==> src/rtl/div_unit.sv <==
// -----------------------------------------------------------------------------
// div_unit -- multi-cycle 32-bit integer divider for the EX stage (DIV / DIVU).
//
// A restoring divider produces one quotient bit per cycle, MSB first. While a
// division is in flight it raises stallreq_o so the pipeline stall controller
// freezes PC/IF/ID/EX. It then presents {remainder, quotient} for the HI/LO
// write path.
//
// Handshake: EX raises start_i and holds it (operands may change freely after
// the first cycle, they are latched then). ready_o marks result_o as valid and
// stays high, with result_o stable, for as long as start_i stays high. The
// cycle after start_i drops, ready_o and result_o clear. A new start is
// accepted only after start_i has been low for at least one cycle.
//
// Ports:
//   clk          in   1   rising-edge clock
//   rst          in   1   synchronous reset, active low
//   start_i      in   1   division request, held until ready_o is seen
//   annul_i      in   1   abort the in-flight division (pipeline flush)
//   signed_div_i in   1   1 = DIV (signed), 0 = DIVU
//   opdata1_i    in  32   dividend
//   opdata2_i    in  32   divisor
//   result_o     out 64   {remainder[63:32], quotient[31:0]}
//   ready_o      out  1   result_o valid
//   stallreq_o   out  1   stall request (combinational, EX level)
//
// Configuration macro:
//   DIV_ZERO_FAST_EN  when defined, a zero divisor short-cuts through BYZERO
//                     (result 0, ready two cycles after start). When undefined
//                     a zero divisor runs the full sequence.
// -----------------------------------------------------------------------------
module div_unit (
    input  logic        clk,
    input  logic        rst,
    input  logic        start_i,
    input  logic        annul_i,
    input  logic        signed_div_i,
    input  logic [31:0] opdata1_i,
    input  logic [31:0] opdata2_i,
    output logic [63:0] result_o,
    output logic        ready_o,
    output logic        stallreq_o
);

    typedef enum logic [1:0] {
        FREE   = 2'd0,
        BYZERO = 2'd1,
        ON     = 2'd2,
        END    = 2'd3
    } state_e;

    state_e      state_q, state_d;
    logic [5:0]  cnt_q, cnt_d;
    logic [31:0] dvd_q, dvd_d;     // dividend magnitude, shifted left each step
    logic [31:0] dvs_q, dvs_d;     // divisor magnitude
    logic [31:0] rem_q, rem_d;     // partial remainder
    logic [31:0] quo_q, quo_d;     // quotient bits shifted in from the right
    logic        neg_q_q, neg_q_d; // quotient must be negated at the end
    logic        neg_r_q, neg_r_d; // remainder must be negated at the end
    logic [63:0] result_q, result_d;
    logic        ready_q, ready_d;

    // The partial remainder needs 33 bits: with a divisor above 2^31 the
    // remainder can itself have bit 31 set before the next shift.
    logic [32:0] partial;
    logic [31:0] quo_fix;
    logic [31:0] rem_fix;

    always_comb begin
        partial = {rem_q, dvd_q[31]};
        quo_fix = neg_q_q ? (~quo_q + 32'd1) : quo_q;
        rem_fix = neg_r_q ? (~rem_q + 32'd1) : rem_q;
    end

    always_comb begin
        state_d  = state_q;
        cnt_d    = cnt_q;
        dvd_d    = dvd_q;
        dvs_d    = dvs_q;
        rem_d    = rem_q;
        quo_d    = quo_q;
        neg_q_d  = neg_q_q;
        neg_r_d  = neg_r_q;
        result_d = result_q;
        ready_d  = ready_q;

        case (state_q)
            FREE: begin
                ready_d  = 1'b0;
                result_d = 64'd0;
                cnt_d    = 6'd0;
                // A start coinciding with annul is dropped.
                if (start_i && !annul_i) begin
                    dvd_d   = (signed_div_i && opdata1_i[31]) ? (~opdata1_i + 32'd1) : opdata1_i;
                    dvs_d   = (signed_div_i && opdata2_i[31]) ? (~opdata2_i + 32'd1) : opdata2_i;
                    neg_q_d = signed_div_i && (opdata1_i[31] ^ opdata2_i[31]);
                    neg_r_d = signed_div_i && opdata1_i[31];
                    rem_d   = 32'd0;
                    quo_d   = 32'd0;
`ifdef DIV_ZERO_FAST_EN
                    if (opdata2_i == 32'd0) begin
                        state_d = BYZERO;
                    end else begin
                        state_d = ON;
                    end
`else
                    state_d = ON;
`endif
                end
            end

            BYZERO: begin
                if (annul_i) begin
                    state_d = FREE;
                    cnt_d   = 6'd0;
                end else begin
                    state_d  = END;
                    result_d = 64'd0;
                    ready_d  = 1'b1;
                end
            end

            ON: begin
                if (annul_i) begin
                    state_d = FREE;
                    cnt_d   = 6'd0;
                end else if (cnt_q == 6'd32) begin
                    result_d = {rem_fix, quo_fix};
                    ready_d  = 1'b1;
                    state_d  = END;
                end else begin
                    if (partial >= {1'b0, dvs_q}) begin
                        rem_d = partial[31:0] - dvs_q;
                        quo_d = {quo_q[30:0], 1'b1};
                    end else begin
                        rem_d = partial[31:0];
                        quo_d = {quo_q[30:0], 1'b0};
                    end
                    dvd_d = {dvd_q[30:0], 1'b0};
                    cnt_d = cnt_q + 6'd1;
                end
            end

            END: begin
                if (!start_i) begin
                    state_d  = FREE;
                    ready_d  = 1'b0;
                    result_d = 64'd0;
                end
            end

            default: begin
                state_d = FREE;
            end
        endcase
    end

    always_ff @(posedge clk) begin
        if (!rst) begin
            state_q  <= FREE;
            cnt_q    <= 6'd0;
            dvd_q    <= 32'd0;
            dvs_q    <= 32'd0;
            rem_q    <= 32'd0;
            quo_q    <= 32'd0;
            neg_q_q  <= 1'b0;
            neg_r_q  <= 1'b0;
            result_q <= 64'd0;
            ready_q  <= 1'b0;
        end else begin
            state_q  <= state_d;
            cnt_q    <= cnt_d;
            dvd_q    <= dvd_d;
            dvs_q    <= dvs_d;
            rem_q    <= rem_d;
            quo_q    <= quo_d;
            neg_q_q  <= neg_q_d;
            neg_r_q  <= neg_r_d;
            result_q <= result_d;
            ready_q  <= ready_d;
        end
    end

    assign result_o   = result_q;
    assign ready_o    = ready_q;
    // The pipeline is released in the same cycle the result becomes valid.
    assign stallreq_o = rst & start_i & ~ready_q & ~annul_i;

endmodule

==> config.mk <==
export PLATFORM = sky130hd
export DESIGN_NAME = div_unit
export DESIGN_NICKNAME = d
export VERILOG_FILES = /design/src/rtl/div_unit.sv
export SDC_FILE = /design/constraint.sdc
export NUM_CORES = 1
export LEC_CHECK = 0
export ABC_AREA = 1
export CORE_UTILIZATION = 49
export CTS_BUF_LIST = sky130_fd_sc_hd__clkbuf_16
export DETAILED_ROUTE_END_ITERATION = 8
export MAX_ROUTING_LAYER = met4
export PLACE_DENSITY_LB_ADDON = 0.12
export SLEW_MARGIN = 40
export SYNTH_ARGS = -nofsm -noshare
export SYNTH_HDL_FRONTEND = slang
export SYNTH_SLANG_ARGS = --single-unit
==> constraint.sdc <==
create_clock -name clk -period 3 [get_ports clk]
set_input_delay 0.9 -clock clk [delete_from_list [all_inputs] [get_ports clk]]
set_output_delay 0.9 -clock clk [all_outputs]
set_load 0.005 [all_outputs]
# ---- Word-level counts from Yosys, hierarchy flattened
# Index checks and enable logic that the tools add are counted.
dict set report word_totals {
  latchBits 0
  mem_bits_ro 0
  out_inout_bits 66
  ram_bits 0
  word_cells 90
  in_bits 69
  memories 0
  regBits 203
}
dict set report op_classes {
  bitwise_logic 10
  magnitude_cmp 1
  n_reduce_logical 13
  n_eq_ne 13
  div_mod_pow 0
  n_shift 0
  n_mul 0
  mux 37
  add_sub_neg 6
}
# operator n
set ops {}
lappend ops {{32-bit two-way mux} 13}
lappend ops {{64-bit two-way mux} 4}
lappend ops {{64-bit case mux with 4 select lines} 1}
lappend ops {{32-bit case mux with 2 select lines} 3}
lappend ops {{32-bit by 1-bit adder with 32-bit output, second input constant} 4}
lappend ops {{32-bit inverter} 4}
lappend ops {{33-bit by 32-bit >= comparator with 1-bit output} 1}
lappend ops {{32-bit subtractor} 1}
lappend ops {{6-bit two-way mux} 3}
lappend ops {{6-bit case mux with 3 select lines} 1}
lappend ops {{2-bit inequality test, second input constant} 7}
lappend ops {{2-bit two-way mux} 5}
lappend ops {{2-bit case mux with 4 select lines} 1}
lappend ops {{4-bit AND reduction} 2}
lappend ops {{6-bit by 1-bit adder with 6-bit output, second input constant} 1}
lappend ops {{6-bit == test, second input constant} 1}
lappend ops {{3-bit inequality test, second input constant} 2}
lappend ops {{3-bit AND reduction} 2}
lappend ops {{1-bit two-way mux} 5}
lappend ops {{2-bit == test, second input constant} 2}
lappend ops {{1-bit logical AND} 4}
lappend ops {{1-bit case mux with 4 select lines} 1}
lappend ops {{1-bit bitwise AND} 3}
lappend ops {{3-bit nonzero test} 1}
lappend ops {{7 further kinds} 8}

# ---- Logic depth before layout (Yosys ltp)
# Gate-level depths: netlist of the first run.
dict set report logic_depth {
  word_depth 6
  depth_mapped 17
  mapped_depth_nobuf 16
}

# ---- Least setup slack after synthesis of the first run
# OpenSTA, ideal clock, no wires.
dict set report synth_timing {
  path_type {input to register}
  startpoint {input port opdata2_i[0]}
  endpoint {register dvs_q[24]}
  t_arrival_ns 2.217
  t_required_ns 2.885
  path_buffers 0
  setup_ns 0.115
  cell_stages 12
  setup_slack_ns 0.667
  cell_sequence {inv_1 > ha_1 > nand3_1 > or2_1 > nor2_2 > nand2_1 > nor2_1 > nand3b_1 > nand3_1 > nand2_1 > o21ai_0 > inv_1}
}
dict set report synth_between {
  elab_chain_cells 3
}
# element line_no
set synth_lines {}
lappend synth_lines {{start: declaration} 39} ;# input logic [31:0] opdata2_i,
lappend synth_lines {{32-bit inverter} 95} ;# dvs_d = (signed_div_i && opdata2_i[31]) ? (~opdata2_i + 32'd1) : opdata2_i;
lappend synth_lines {{32-bit by 1-bit adder with 32-bit output} 95}
lappend synth_lines {{32-bit two-way mux} 95}
lappend synth_lines {{end signal: assignment} 174} ;# dvs_q <= dvs_d;
lappend synth_lines {{end: declaration} 55} ;# logic [31:0] dvs_q, dvs_d;
# Every way passes these cells.
# A chain may end at the register's enable or synchronous reset.

# ---- Worst setup path in the final report of the first run
dict set report layout_timing {
  startpoint {input port rst}
  endpoint {output port stallreq_o}
}
dict set report layout_between {
  elab_chain_cells 3
}
# element line_no
set layout_lines {}
lappend layout_lines {{start: declaration} 34} ;# input logic rst,
lappend layout_lines {{1-bit bitwise AND (3 in a row)} 187} ;# assign stallreq_o = rst & start_i & ~ready_q & ~annul_i;
lappend layout_lines {{end: declaration} 42} ;# output logic stallreq_o
# Every way passes these cells.

==> results of run 1 <==
layout make-up:
class,count,area [um^2]
clock inverter,21,150.1
fill,2853,11290
tap,378,473.0
clock buffer,25,625.6
sequential,203,4064
multi-input combinational,1742,8536
timing repair buffer,189,1828
inverter,319,1200
per-stage QoR:
step | cell area, um^2 | hold WS (ns) | utilization [%]
6_report | 16880 | 0.4587 | 59.92
5_1_grt | 16880 | 0.4770 | 59.92
4_1_cts | 16880 | 0.4601 | 59.92
3_5_place_dp | 16100 | 0.4511 | 57.17
3_3_place_gp | 16100 | 0.4485 | 57.17
2_1_floorplan | 14210 | 0.4396 | -
worst reg2reg max path: stages, from the launching register on:
cell and delay (ns):
dfxtp_1 0.33, inv_1 0.11, ha_1 0.44, nand2_2 0.13, nor2_4 0.15, nand2_1 0.13, nor2_1 0.21, nand2_1 0.08
nand2_1 0.07, nor2_2 0.05, nand2_2 0.33, nand2_1 0.28, nand2_1 0.13, nand2_1 0.06, a21oi_1 0.12
synthesized netlist by cell type (12+ instances only):
cell	number
buf_2	26
xor2_1	28
a21oi_1	238
inv_2	12
nand4_1	40
xnor2_1	17
dfxtp_1	203
ha_1	43
nand3_1	213
o21ai_0	99
clkbuf_1	51
nor2_1	197
nand3_2	22
inv_1	305
nor3_1	19
nand2_1	706
o211ai_1	21
flip-flops by register name (all words and copies together) (netlist names), 2 cells and up:
register,flops
cnt_q,6
state_q,2
dvs_q,32
rem_q,32
result_o,64
quo_q,32
dvd_q,32
where the power goes:
part	internal (mW)	total (mW)	switching (mW)
combinational	1.96	5.95	3.99
clock	1.68	2.85	1.17
sequential	3.03	3.26	0.222
metal layers:
metal | part of all wire (%) | track usage, % | vias to the layer above
met4 | 2.2 | 7.272 | 0
met3 | 6.2 | 3.708 | 63
met1 | 48 | 42.14 | 7007
met2 | 44 | 47.46 | 452
li1 | - | - | 7836
met5 | 0 | - | -
timing repair:
| item | 4_1_cts | 5_1_grt |
|---|---|---|
| hold buffers | 0 | 0 |
| endpoints found under the setup margin | 1 | 0 |
| resized for setup | 1 | 0 |
logic make-up (layout without fill, tap and decap cells):
logic type / after synthesis / count (layout)
AOI/OAI and AO/OA: 400 / 400
DFF: 203 / 203
xor gates and xnor gates: 45 / 45
and+or+nand+nor: 1253 / 1253
buffers and inverters: 410 / 554
adders and majority gates: 44 / 44
worst paths after layout:
kind | start | end | cells after the start
max | rst | stallreq_o | 4
min | result_o[38] | result_o[38] | 2
max reg2reg | dvs_q[13] | rem_q[27] | 14
min reg2reg | result_o[38] | result_o[38] | 2
==> run_results.csv, run 1 <==
group,metric,value,unit
floorplan,chipHeight,172.3,um
sta,fmax,361.5,MHz
cts,postCtsSetupRepairBufs,0,
finish,num_antenna_cells,0,
cts,cts_root_buf,"clkbuf_16",
floorplan,dieArea,0.02968,mm^2
synthesis,synth_edf_count,0,
placement,gp_congestion,0.9657,
sta,fin_ws,0.2335,ns
finish,final_cells,2877,
drt,via_per_inst,5.338,
power_and_ir_drop,max-vdd-ir-drop,482.1,uV
finish,nets,2593,
synthesis,synth-simple-area-share,38.08,%
drt,drtPass1Iterations,5,
sta,fin_crit_sh,92.22,%
synthesis,async_reset_ff_share,0,%
drt,routed_wl,43.85,mm
sta,tightest_slew,0.7765,ns
finish,areaGrowthSynthToFinish,18.78,%
floorplan,rows,61,
power_and_ir_drop,leakage,7.968,nW
drt,dr_total_vias,15360,
cts,tritoncts,"done",
synthesis,synthCells,2355,
flow_run,maxCapViolations,0,
critical_path,path_max_fanout,2,
drt,route.detailed.drc,0,
cts,clock-sinks,203,
sta,setup_violations,0,
cts,h-tree-depth,1,
cts,clkSlewWorstSetupHoldPaths,0.06,ns
synthesis,synthMuxAreaShare,0,%
synthesis,synth_top_area_cell,"dfxtp_1",
global_route,grt_max_degree,69,
critical_path,cp_num_buf_inv,3,
worst_hold_path,worstHoldPathType,"register to register",
power_and_ir_drop,totalPowerFinal,12.06,mW
cts,insertion_delay,0.53,ns
cts,cts_buffers,25,
critical_path,critPathMaxStageDelay,0.52,ns
synthesis,ys_ff_latch,203,
critical_path,cp.arrival,1.87,ns
synthesis,synth.cell_area,0.01421,mm^2
sta,maxSlewViolCount,0,
synthesis,synth-seq-area-share,28.60,%
sta,maxSlewHeadroom,48.24,%
critical_path,crit_family,"buffers and inverters",
cts,clockBufferDepth,3,
critical_path,critPathKind,"input pin to output port",
synthesis,synth_compound_area_share,15.16,%
placement,dp.final_hpwl,34.16,mm
floorplan,coreArea,0.02816,mm^2
sta,hold_viol,0,
sta,rsz0062_at_grt,"false",
synthesis,syn_nets,2468,
placement,dp_slack,-0.04887,ns
placement,placedCellCount,2831,
critical_path,startpoint_type,"input pin",
finish,final_cell_mix,"nand2_1 (705), inv_1 (311), a21oi_1 (238), nand3_1 (213), dfxtp_1 (203)",
floorplan,die_w,172.3,um
status,status,"completed",
critical_path,cp_slowest_cell,"clkdlybuf4s50_1",
synthesis,synthTopCellsByArea,"dfxtp_1 (29%), nand2_1 (19%), a21oi_1 (8.4%)",
synthesis,synth-xor-area-share,2.774,%
synthesis,synthAdderAreaFrac,3.928,%
floorplan,start_util,50.45,%
global_route,antenna_found_initial,0,
placement,io_buffers,134,
power_and_ir_drop,powerDensity,714.5,mW/mm^2
global_route,overflow,0,
sta,finClkSkew,0.01525,ns
sta,finalSetupTns,0,ns
drt,drtIter0Drc,1323,
critical_path,end_kind,"output port",
synthesis,yosysTopAreaCellShare,28.60,%
drt,wire_per_inst,15.24,um
synthesis,ys_types,47,
critical_path,crit_chain,"clkdlybuf4s50_1, inv_4, nor3_1, dlygate4sd2_1",
synthesis,synth_top_family_by_area,"simple AND/OR/NAND/NOR gates",
finish,drive_above_1_share,6.683,%
synthesis,synth-main-ff-cell,"dfxtp_1",
synthesis,synth_warnings,0,
finish,final_common_cell,"nand2_1",
global_route,grt.total_usage,30.59,%
synthesis,synth.avg_cell_area,6.033,um^2
critical_path,cp.required,2.10,ns
critical_path,reg2reg_slack,0.32,ns
drt,final_antenna_net_count,0,
global_route,grt_pass1_vias,13860,
sta,period_needed,2.766,ns
floorplan,ios,135,
global_route,grt_pass1_wl,70.23,mm
(Power assumes the default switching activity.)
==> run 2, diff against run 1 <==
--- a/config.mk
+++ b/config.mk
@@ -11,6 +11,7 @@
 export DETAILED_ROUTE_END_ITERATION = 8
 export MAX_ROUTING_LAYER = met4
 export PLACE_DENSITY_LB_ADDON = 0.12
+export RECOVER_POWER = 25
 export SLEW_MARGIN = 40
 export SYNTH_ARGS = -nofsm -noshare
 export SYNTH_HDL_FRONTEND = slang
==> run_results.csv, run 2 (synthesized netlist as in run 1, its figures left out) <==
group,metric,value,unit
status,status,"completed",
cts,cts_hold_buf,0,
cts,cts_resized,1,
finish,final_common_cell,"nand2_1",
placement,placed_cell_area,0.01610,mm^2
power_and_ir_drop,p_int,6.612,mW
sta,rsz0062_at_grt,"false",
power_and_ir_drop,totalPowerFinal,12.00,mW
critical_path,cp.required,2.10,ns
placement,placedCellCount,2831,
critical_path,critPathKind,"input pin to output port",
power_and_ir_drop,powerDensity,713.4,mW/mm^2
sta,fmax,350.4,MHz
global_route,antenna_found_initial,0,
sta,maxSlewHeadroom,46.71,%
global_route,grt_pass1_wl,70.23,mm
floorplan,start_util,50.45,%
drt,routed_wl,43.95,mm
placement,dp.final_hpwl,34.16,mm
global_route,grt_max_degree,69,
power_and_ir_drop,p_sw,5.390,mW
cts,tritoncts,"done",
cts,h-tree-depth,1,
sta,period_needed,2.854,ns
cts,cts_root_buf,"clkbuf_16",
sta,tightest_slew,0.7993,ns
floorplan,ios,135,
power_and_ir_drop,max-vdd-ir-drop,475.0,uV
floorplan,dieArea,0.02968,mm^2
power_and_ir_drop,pwr-share-clk,23.8,%
global_route,grt.total_usage,30.59,%
power_and_ir_drop,leakage,8.020,nW
sta,maxSlewViolCount,0,
placement,io_buffers,134,
finish,num_antenna_cells,0,
global_route,grt_pass1_vias,13860,
critical_path,path_max_fanout,2,
finish,final_cell_mix,"nand2_1 (705), inv_1 (312), a21oi_1 (238), nand3_1 (213), dfxtp_1 (203)",
drt,drtPass1Iterations,6,
power_and_ir_drop,p_sw_share,44.91,%
power_and_ir_drop,p_seq_share,27.1,%
finish,areaGrowthSynthToFinish,18.41,%
sta,finClkSkew,0.01543,ns
placement,gp_congestion,0.9657,
sta,fin_crit_sh,95.12,%
power_and_ir_drop,combPwrFrac,49.1,%
drt,route.detailed.drc,0,
sta,setup_violations,0,
worst_hold_path,worstHoldPathType,"register to register",
cts,clock-sinks,203,
cts,insertion_delay,0.53,ns
finish,fin_area,0.01682,mm^2
finish,fill_cells,2871,
drt,drtIter0Drc,1315,
critical_path,end_kind,"output port",
flow_run,maxCapViolations,0,
critical_path,startpoint_type,"input pin",
finish,nets,2593,
finish,regArea,0.004064,mm^2
finish,multiInputGateArea,0.008533,mm^2
drt,via_per_inst,5.337,
finish,post-route-util,59.74,%
sta,hold_viol,0,
drt,dr_total_vias,15350,
drt,final_antenna_net_count,0,
cts,cts_buffers,25,
finish,drive_above_1_share,6.242,%
sta,finalSetupTns,0,ns
finish,final_cells,2877,
drt,wire_per_inst,15.28,um
finish,largest_reg_flops,64,
global_route,overflow,0,
cts,postCtsSetupRepairBufs,0,
cts,clkSlewWorstSetupHoldPaths,0.06,ns
floorplan,coreArea,0.02816,mm^2
floorplan,die_w,172.3,um
critical_path,cp.arrival,1.95,ns
cts,clockBufferDepth,3,
floorplan,rows,61,
floorplan,chipHeight,172.3,um
## run 2: routing by layer
layer / GRT usage [%] / up-vias / share of wire [%]
met5: - / - / 0
met4: 7.272 / 0 / 2.1
met3: 3.708 / 60 / 6.2
met2: 47.46 / 453 / 44
met1: 42.14 / 7012 / 48
li1: - / 7829 / -
## run 2: path summary, 6_finish.rpt
check,from,to,slack (ns),depth (start not counted)
hold / removal,result_o[40],result_o[40],0.46,2
hold reg to reg,result_o[40],result_o[40],0.46,2
setup / recovery,annul_i,stallreq_o,0.15,5
setup reg to reg,dvs_q[13],rem_q[27],0.33,14
## run 2: area by class of cell
cell class,instances,area share [%]
Sequential cell,203,24.16
Tap cell,378,2.811
Inverter,319,7.132
Timing Repair Buffer,189,10.57
Multi-Input combinational cell,1742,50.72
Clock inverter,21,0.8925
Clock buffer,25,3.719
## run 2: worst max-delay path: stages
cell           delay [ns]
dlygate4sd3_1        0.56
clkinv_1             0.06
nand2_1              0.06
nor3_1               0.12
dlygate4sd2_1        0.26
## run 2: metrics by stage
step | setup WS [ns] | hold WS (ns)
floorplan | 0.6674 | 0.4396
global placement | -0.03409 | 0.4485
detailed placement | -0.04887 | 0.4511
CTS | 0.2172 | 0.4601
global route | 0.08243 | 0.4740
finish | 0.1464 | 0.4572
## run 2: power by group through the flow
| stage | combinational, mW | sequential (mW) | clock, mW |
|---|---|---|---|
| floorplan | 4.22 | 3.23 | 0 |
| global placement | 5.83 | 3.29 | 0 |
| detailed placement | 5.87 | 3.30 | 0 |
| CTS | 5.90 | 3.25 | 2.90 |
| global route | 6.57 | 3.29 | 3.00 |
| finish | 5.89 | 3.26 | 2.86 |
